`src/rtl/btn_cond_pkg.sv`:
```
// ---------------------------------------------------------------------------
// btn_cond_pkg : shared widths, defaults and channel status type for the
//                button conditioner.  Rev 1.0
// ---------------------------------------------------------------------------
`default_nettype none

package btn_cond_pkg;

  localparam int CNT_W            = 8;
  localparam int DEFAULT_DEBOUNCE = 4;

  typedef struct packed {
    logic stable;
    logic rise;
  } chan_status_t;

  function automatic logic debounce_cfg_ok(input int unsigned cycles);
    return (cycles >= 1) && (cycles <= (2 ** CNT_W) - 1);
  endfunction

endpackage

`default_nettype wire

```
`src/rtl/btn_channel.sv`:
```
// ---------------------------------------------------------------------------
// btn_channel : 2-flop synchronizer, debounce (BTN_DEBOUNCE_EN), rise detect.
//               Rev 1.0
// ---------------------------------------------------------------------------
`default_nettype none

module btn_channel
  import btn_cond_pkg::*;
#(
  parameter int unsigned DEBOUNCE_CYCLES = DEFAULT_DEBOUNCE
) (
  input  logic         clk_i,
  input  logic         rst_ni,
  input  logic         raw_i,
  output chan_status_t status_o
);

  if (!debounce_cfg_ok(DEBOUNCE_CYCLES)) begin : g_bad_debounce_cycles
    $error("btn_channel: DEBOUNCE_CYCLES out of range");
  end

  logic sync1_q;
  logic sync2_q;
  logic stable_q;
  logic stable_d;
  logic prev_q;

  always_ff @(posedge clk_i or negedge rst_ni) begin
    if (!rst_ni) begin
      sync1_q  <= 1'b0;
      sync2_q  <= 1'b0;
      stable_q <= 1'b0;
      prev_q   <= 1'b0;
    end else begin
      sync1_q  <= raw_i;
      sync2_q  <= sync1_q;
      stable_q <= stable_d;
      prev_q   <= stable_q;
    end
  end

`ifdef BTN_DEBOUNCE_EN
  localparam logic [CNT_W-1:0] CNT_LAST = CNT_W'(DEBOUNCE_CYCLES - 1);

  logic [CNT_W-1:0] cnt_q;
  logic [CNT_W-1:0] cnt_d;

  // Any cycle where the synchronized level agrees with stable discards the run.
  always_comb begin
    stable_d = stable_q;
    cnt_d    = '0;
    if (sync2_q != stable_q) begin
      if (cnt_q == CNT_LAST) begin
        stable_d = sync2_q;
      end else begin
        cnt_d = cnt_q + 1'b1;
      end
    end
  end

  always_ff @(posedge clk_i or negedge rst_ni) begin
    if (!rst_ni) begin
      cnt_q <= '0;
    end else begin
      cnt_q <= cnt_d;
    end
  end
`else
  assign stable_d = sync2_q;
`endif

  assign status_o.stable = stable_q;
  assign status_o.rise   = stable_q & ~prev_q;

endmodule

`default_nettype wire

```
`src/rtl/button_conditioner.sv`:
```
// ---------------------------------------------------------------------------
// button_conditioner : two debounced buttons -> press pulses plus a conflict
//                      flag.  Debounce counter enabled by BTN_DEBOUNCE_EN. Rev 1.0
// ---------------------------------------------------------------------------
`default_nettype none

module button_conditioner
  import btn_cond_pkg::*;
#(
  parameter int unsigned DEBOUNCE_CYCLES = DEFAULT_DEBOUNCE
) (
  input  logic CLK,
  input  logic RESET,
  input  logic raw_0,
  input  logic raw_1,
  output logic but_0,
  output logic but_1,
  output logic conflict
);

  if (!debounce_cfg_ok(DEBOUNCE_CYCLES)) begin : g_bad_debounce_cycles
    $error("button_conditioner: DEBOUNCE_CYCLES out of range");
  end

  chan_status_t st0;
  chan_status_t st1;

  btn_channel #(
    .DEBOUNCE_CYCLES (DEBOUNCE_CYCLES)
  ) u_ch0 (
    .clk_i    (CLK),
    .rst_ni   (RESET),
    .raw_i    (raw_0),
    .status_o (st0)
  );

  btn_channel #(
    .DEBOUNCE_CYCLES (DEBOUNCE_CYCLES)
  ) u_ch1 (
    .clk_i    (CLK),
    .rst_ni   (RESET),
    .raw_i    (raw_1),
    .status_o (st1)
  );

  logic but_0_d;
  logic but_1_d;
  logic conflict_d;
  logic but_0_q;
  logic but_1_q;
  logic conflict_q;

  // A press only counts while the other button is released; otherwise it is a conflict.
  always_comb begin
    but_0_d    = st0.rise & ~st1.stable;
    but_1_d    = st1.rise & ~st0.stable;
    conflict_d = (st0.rise & st1.stable) | (st1.rise & st0.stable);
  end

  always_ff @(posedge CLK or negedge RESET) begin
    if (!RESET) begin
      but_0_q    <= 1'b0;
      but_1_q    <= 1'b0;
      conflict_q <= 1'b0;
    end else begin
      but_0_q    <= but_0_d;
      but_1_q    <= but_1_d;
      conflict_q <= conflict_d;
    end
  end

  assign but_0    = but_0_q;
  assign but_1    = but_1_q;
  assign conflict = conflict_q;

endmodule

`default_nettype wire

```
`config.mk`:
```
export PLATFORM = sky130hd
export DESIGN_NAME = button_conditioner
export DESIGN_NICKNAME = d
export VERILOG_FILES = /design/src/rtl/btn_cond_pkg.sv /design/src/rtl/btn_channel.sv /design/src/rtl/button_conditioner.sv
export SDC_FILE = /design/constraint.sdc
export NUM_CORES = 1
export LEC_CHECK = 0
export CAP_MARGIN = 15
export CORE_AREA = 3 3 40 42
export CTS_CLUSTER_SIZE = 30
export DETAILED_ROUTE_END_ITERATION = 7
export DIE_AREA = 0 0 43 45
export PLACE_DENSITY = 0.42
export SYNTH_ARGS = -nofsm -noshare
export SYNTH_HDL_FRONTEND = slang
export SYNTH_SLANG_ARGS = --single-unit
```
`constraint.sdc`:
```
create_clock -name CLK -period 1.4 [get_ports CLK]
set_input_delay 0.14 -clock CLK [delete_from_list [all_inputs] [get_ports CLK]]
set_output_delay 0.14 -clock CLK [all_outputs]
set_load 0.02 [all_outputs]
```
==> flow_summary.ini, run 1 <==
[worst_setup_path]
r2r_start = u_ch1.stable_q$_DFF_PN0_
regToRegSetupSlack_ps = 710
crit_end = but_0
worstPathRequired_ps = 1260
crit_family = buffers and inverters
crit_arrival_ps = 1170
path_depth = 1
path_cells = clkdlybuf4s50_1
setup.worst_path.start = but_0$_DFF_PN0_
slowest_delay_ps = 590
critPathBufInv = 1
end_kind = output port
worst-r2r-cell-count = 1
setup.worst_path.class = reg -> out
cp_max_fo = 1
crit_path_top_delay_cell = clkdlybuf4s50_1
r2r_end = but_1$_DFF_PN0_
cp-start-kind = register

[run]
maxCapViolations = 0

[clocking]
clockBufferDepth = 2
worstSkewPairLatency_ps = 260
cts_setup_buffers = 0
cts_hold_buffers = 0
h-tree-depth = 1
cts_sinks = 11
cts_buffers = 3
ctsResizeCount = 0
clk_pin_slew_ps = 70
cts-root-buf = clkbuf_4
cts_tree = done

[timing]
tns_ps = 0
slew_violations = 0
hold_violations = 0
period_minus_slack_ps = 1310
setup_viol = 0
fin_skew_ps = 1.07
tightest_slew_ps = 488
slew_headroom_pct = 67.3
fmax_mhz = 761
fin_crit_sh_pct = 93.8
grt_setup_unrepaired = no

[synthesis]
synth_area_sq_um = 313
synth_area_leaders = dfrtp_1, nor3b_2, a21oi_2, nand2_1
yosysTopAreaCell = dfrtp_1
avgSynthCellArea_sq_um = 20.9
ys_warn_count = 0
synth-seq-cells = 11
synth_seq_area_share_pct = 88.0
postSynthNetCount = 19
synth_top_area_share_pct = 88.0
synth_cells = 15
synthDistinctLibCells = 4

[floorplan]
die_x_microns = 43
die_h_microns = 45
coreArea_sq_um = 1280
num_io_pins = 7
start_util_pct = 24.3
die-area_sq_um = 1940
rows = 13

[power]
power_density_nw_per_um2 = 1380
p_leak_nw = 0.181
vdd_drop_max_mv = 0.563

[detailed_routing]
drt_iter0_drc = 0
antenna_left = 0
wl_per_cell_microns = 10.0
vias = 154
wirelength_microns = 400
routed_via_density = 3.85
remaining_drc_errors = 0
firstDrtPassIters = 1

[placed_design]
placed_cells = 36
dpl.hpwl_microns = 275
io_buffers = 6
place.gp.congestion = 0.589
placed_area_sq_um = 392

[finish]
layout.nets = 30
seqCellArea_sq_um = 275
mostFrequentLayoutCell = dfrtp_1
final_cell_mix = dfrtp_1, clkdlybuf4s50_1, clkbuf_4
diodes = 0
nFillCells = 127
syn_to_final_growth_pct = 33.6
postLayoutCellArea_sq_um = 418
multi_input_area_sq_um = 37.5
fin_cells = 40
fin_util_pct = 32.5
drive_gt1_share_pct = 24.0

[global_route]
antenna_found_initial = 0
grt_max_degree = 12
grt_overflow = 0
grt_pass1_wl_microns = 717
grt_pass1_vias = 162
grt_use_total_pct = 5.92

[worst_hold_path]
worstHoldPathType = in -> async

[status]
status = finished clean
-- cells by family after synthesis --
| logic type | after synthesis | synth area share [%] |
|---|---|---|
| DFF | 11 | 88.0 |
| and+or+nand+nor | 3 | 9.20 |
| AOI/OAI and AO/OA | 1 | 2.80 |
-- routing by layer --
layer	GRT usage, %	part of all wire (%)	up-vias
met5	0	0	-
met4	7.23	0	0
met3	3.98	11	0
met2	6.89	47	7
met1	6.30	43	79
li1	-	-	68
-- registers in the layout, summed over array words and instances (netlist names) --
| name | flops |
|---|---|
| u_ch0.stable_d | 1 |
| conflict | 1 |
| u_ch0.prev_q | 1 |
| u_ch1.stable_q | 1 |
| u_ch0.stable_q | 1 |
| u_ch0.sync1_q | 1 |
| u_ch1.prev_q | 1 |
| but_1 | 1 |
| u_ch1.stable_d | 1 |
| u_ch1.sync1_q | 1 |
| but_0 | 1 |
-- power by group --
group / total, W / internal [W] / switching, W
clock: 0.000207 / 0.000110 / 0.0000966
sequential: 0.000341 / 0.000333 / 0.00000832
combinational: 0.0000305 / 0.0000167 / 0.0000137
-- layout make-up --
class | count | share of cell area (%)
clock buffers | 4 | 6.29
flip-flops and latches | 11 | 65.9
repair buffers | 6 | 14.4
multi-input cells | 4 | 8.98
well taps | 15 | 4.49
-- worst min path at each step --
stage | to | depth (start not counted)
5_1_grt | conflict$_DFF_PN0_ | 1
4_1_cts | conflict$_DFF_PN0_ | 1
2_1_floorplan | but_0$_DFF_PN0_ | 0
6_report | u_ch0.prev_q$_DFF_PN0_ | 1
3_3_place_gp | u_ch0.stable_q$_DFF_PN0_ | 0
3_5_place_dp | u_ch1.stable_q$_DFF_PN0_ | 0
-- stage by stage --
step / hold WS (ps) / setup WS, ps / power (W)
CTS: 214 / 65.8 / 0.000592
global placement: 334 / 364 / 0.000378
global route: 233 / 30.3 / 0.000612
detailed placement: 339 / 360 / 0.000379
finish: 209 / 86.3 / 0.000578
floorplan: -156 / 750 / 0.000355
-- cells in the mapped netlist --
| master | instances |
|---|---|
| a21oi_2 | 1 |
| dfrtp_1 | 11 |
| nor3b_2 | 2 |
| nand2_1 | 1 |
Note: power is estimated with default switching activity, not from simulation.
==> run 2: changes to the inputs <==
PLACE_DENSITY = 0.44   (was 0.42)
clock period = 1.1 ns   (was 1.4 ns; I/O delays follow)
==> run 2 against run 1 <==
Net effect: sequential power up 27%; die area stayed put; clock power increased by 24%; routed wire length down 8.8%; clock-buffer cell count stayed put; register-to-register slack worse by 290 ps; final area fell by 0.90%; worst setup slack got worse by 23 ps; critical endpoint is now conflict; largest cell class unchanged.
==> flow_summary.ini, run 2 (synthesis results as in run 1) <==
[floorplan]
start_util_pct = 24.3
coreArea_sq_um = 1280
num_io_pins = 7
die-area_sq_um = 1940
rows = 13
die_x_microns = 43
die_h_microns = 45

[power]
vdd_drop_max_mv = 0.800
power_density_nw_per_um2 = 1750
p_leak_nw = 0.192

[detailed_routing]
drt_iter0_drc = 0
remaining_drc_errors = 0
routed_via_density = 3.93
firstDrtPassIters = 1
wl_per_cell_microns = 9.13
vias = 157
wirelength_microns = 365
antenna_left = 0

[worst_setup_path]
setup.worst_path.class = reg -> out
crit_arrival_ps = 930
r2r_start = u_ch1.stable_q$_DFF_PN0_
cp-start-kind = register
crit_family = flip-flops
r2r_end = but_1$_DFF_PN0_
end_kind = output port
path_cells = dlygate4sd2_1
critPathBufInv = 1
worst-r2r-cell-count = 1
slowest_delay_ps = 360
crit_path_top_delay_cell = dfrtp_1
crit_end = conflict
setup.worst_path.start = conflict$_DFF_PN0_
cp_max_fo = 1
path_depth = 1
regToRegSetupSlack_ps = 420
worstPathRequired_ps = 990

[timing]
setup_viol = 0
slew_headroom_pct = 68.7
fin_crit_sh_pct = 94.2
tightest_slew_ps = 468
slew_violations = 0
fin_skew_ps = 4.03
hold_violations = 0
grt_setup_unrepaired = no
tns_ps = 0
fmax_mhz = 965
period_minus_slack_ps = 1040
layout_setup_ws_ps = 63.7

[clocking]
cts_hold_buffers = 0
cts_setup_buffers = 0
worstSkewPairLatency_ps = 260
cts_tree = done
h-tree-depth = 1
clk_pin_slew_ps = 60
cts-root-buf = clkbuf_4
cts_sinks = 11
clockBufferDepth = 2
cts_buffers = 3
ctsResizeCount = 3

[finish]
final_cell_mix = dfrtp_1, clkbuf_4, clkdlybuf4s50_1, dlygate4sd2_1, nor3b_2
drive_gt1_share_pct = 24.0
mostFrequentLayoutCell = dfrtp_1
diodes = 0
layout.nets = 30
nFillCells = 132
fin_cells = 40
syn_to_final_growth_pct = 32.4

[run]
maxCapViolations = 0

[global_route]
grt_pass1_wl_microns = 676
antenna_found_initial = 0
grt_max_degree = 12
grt_pass1_vias = 146
grt_use_total_pct = 5.58
grt_overflow = 0

[status]
status = finished clean

[placed_design]
placed_cells = 36
io_buffers = 6
place.gp.congestion = 0.578
place_ws_ps = 91.7

[worst_hold_path]
worstHoldPathType = in -> async
run 2: worst min path at each step:
stage,end,depth (start not counted),startpoint
after floorplan,but_0$_DFF_PN0_,0,RESET
after global placement,u_ch0.stable_q$_DFF_PN0_,0,u_ch0.stable_d$_DFF_PN0_
after detailed placement,u_ch1.stable_q$_DFF_PN0_,0,u_ch1.stable_d$_DFF_PN0_
after CTS,conflict$_DFF_PN0_,1,RESET
after global routing,u_ch0.stable_d$_DFF_PN0_,1,RESET
final,but_0$_DFF_PN0_,1,RESET
run 2: stage by stage:
step           power [W]  utilization [%]  hold slack, ps  area [sq um]
4_1_cts         0.000748             32.2             179           414
3_3_place_gp    0.000481             30.5             333           392
6_report        0.000726             32.2             172           414
3_5_place_dp    0.000482             30.5             339           392
5_1_grt         0.000777             32.2             201           414
2_1_floorplan   0.000452                -            -186           313
run 2: layer usage:
metal	share of wire [%]	global-route usage (%)	routed length (microns)	vias to the layer above
met3	18	7.57	65	0
met2	44	5.99	161	10
met5	0	0	0	-
met1	38	6.05	138	79
li1	-	-	-	68
met4	0	1.81	0	0
run 2: cell type report:
cell class	count	area, sq um	share of cell area (%)
clock buffers	4	26.3	6.34
multi-input cells	4	37.5	9.06
flip-flops and latches	11	275	66.5
well taps	15	18.8	4.53
repair buffers	6	56.3	13.6
run 2: where the power goes:
part	internal (W)	switching, W	leakage (nW)	total, W
clock	0.000140	0.000117	0.0150	0.000256
sequential	0.000424	0.0000100	0.133	0.000434
combinational	0.0000179	0.0000172	0.0440	0.0000351
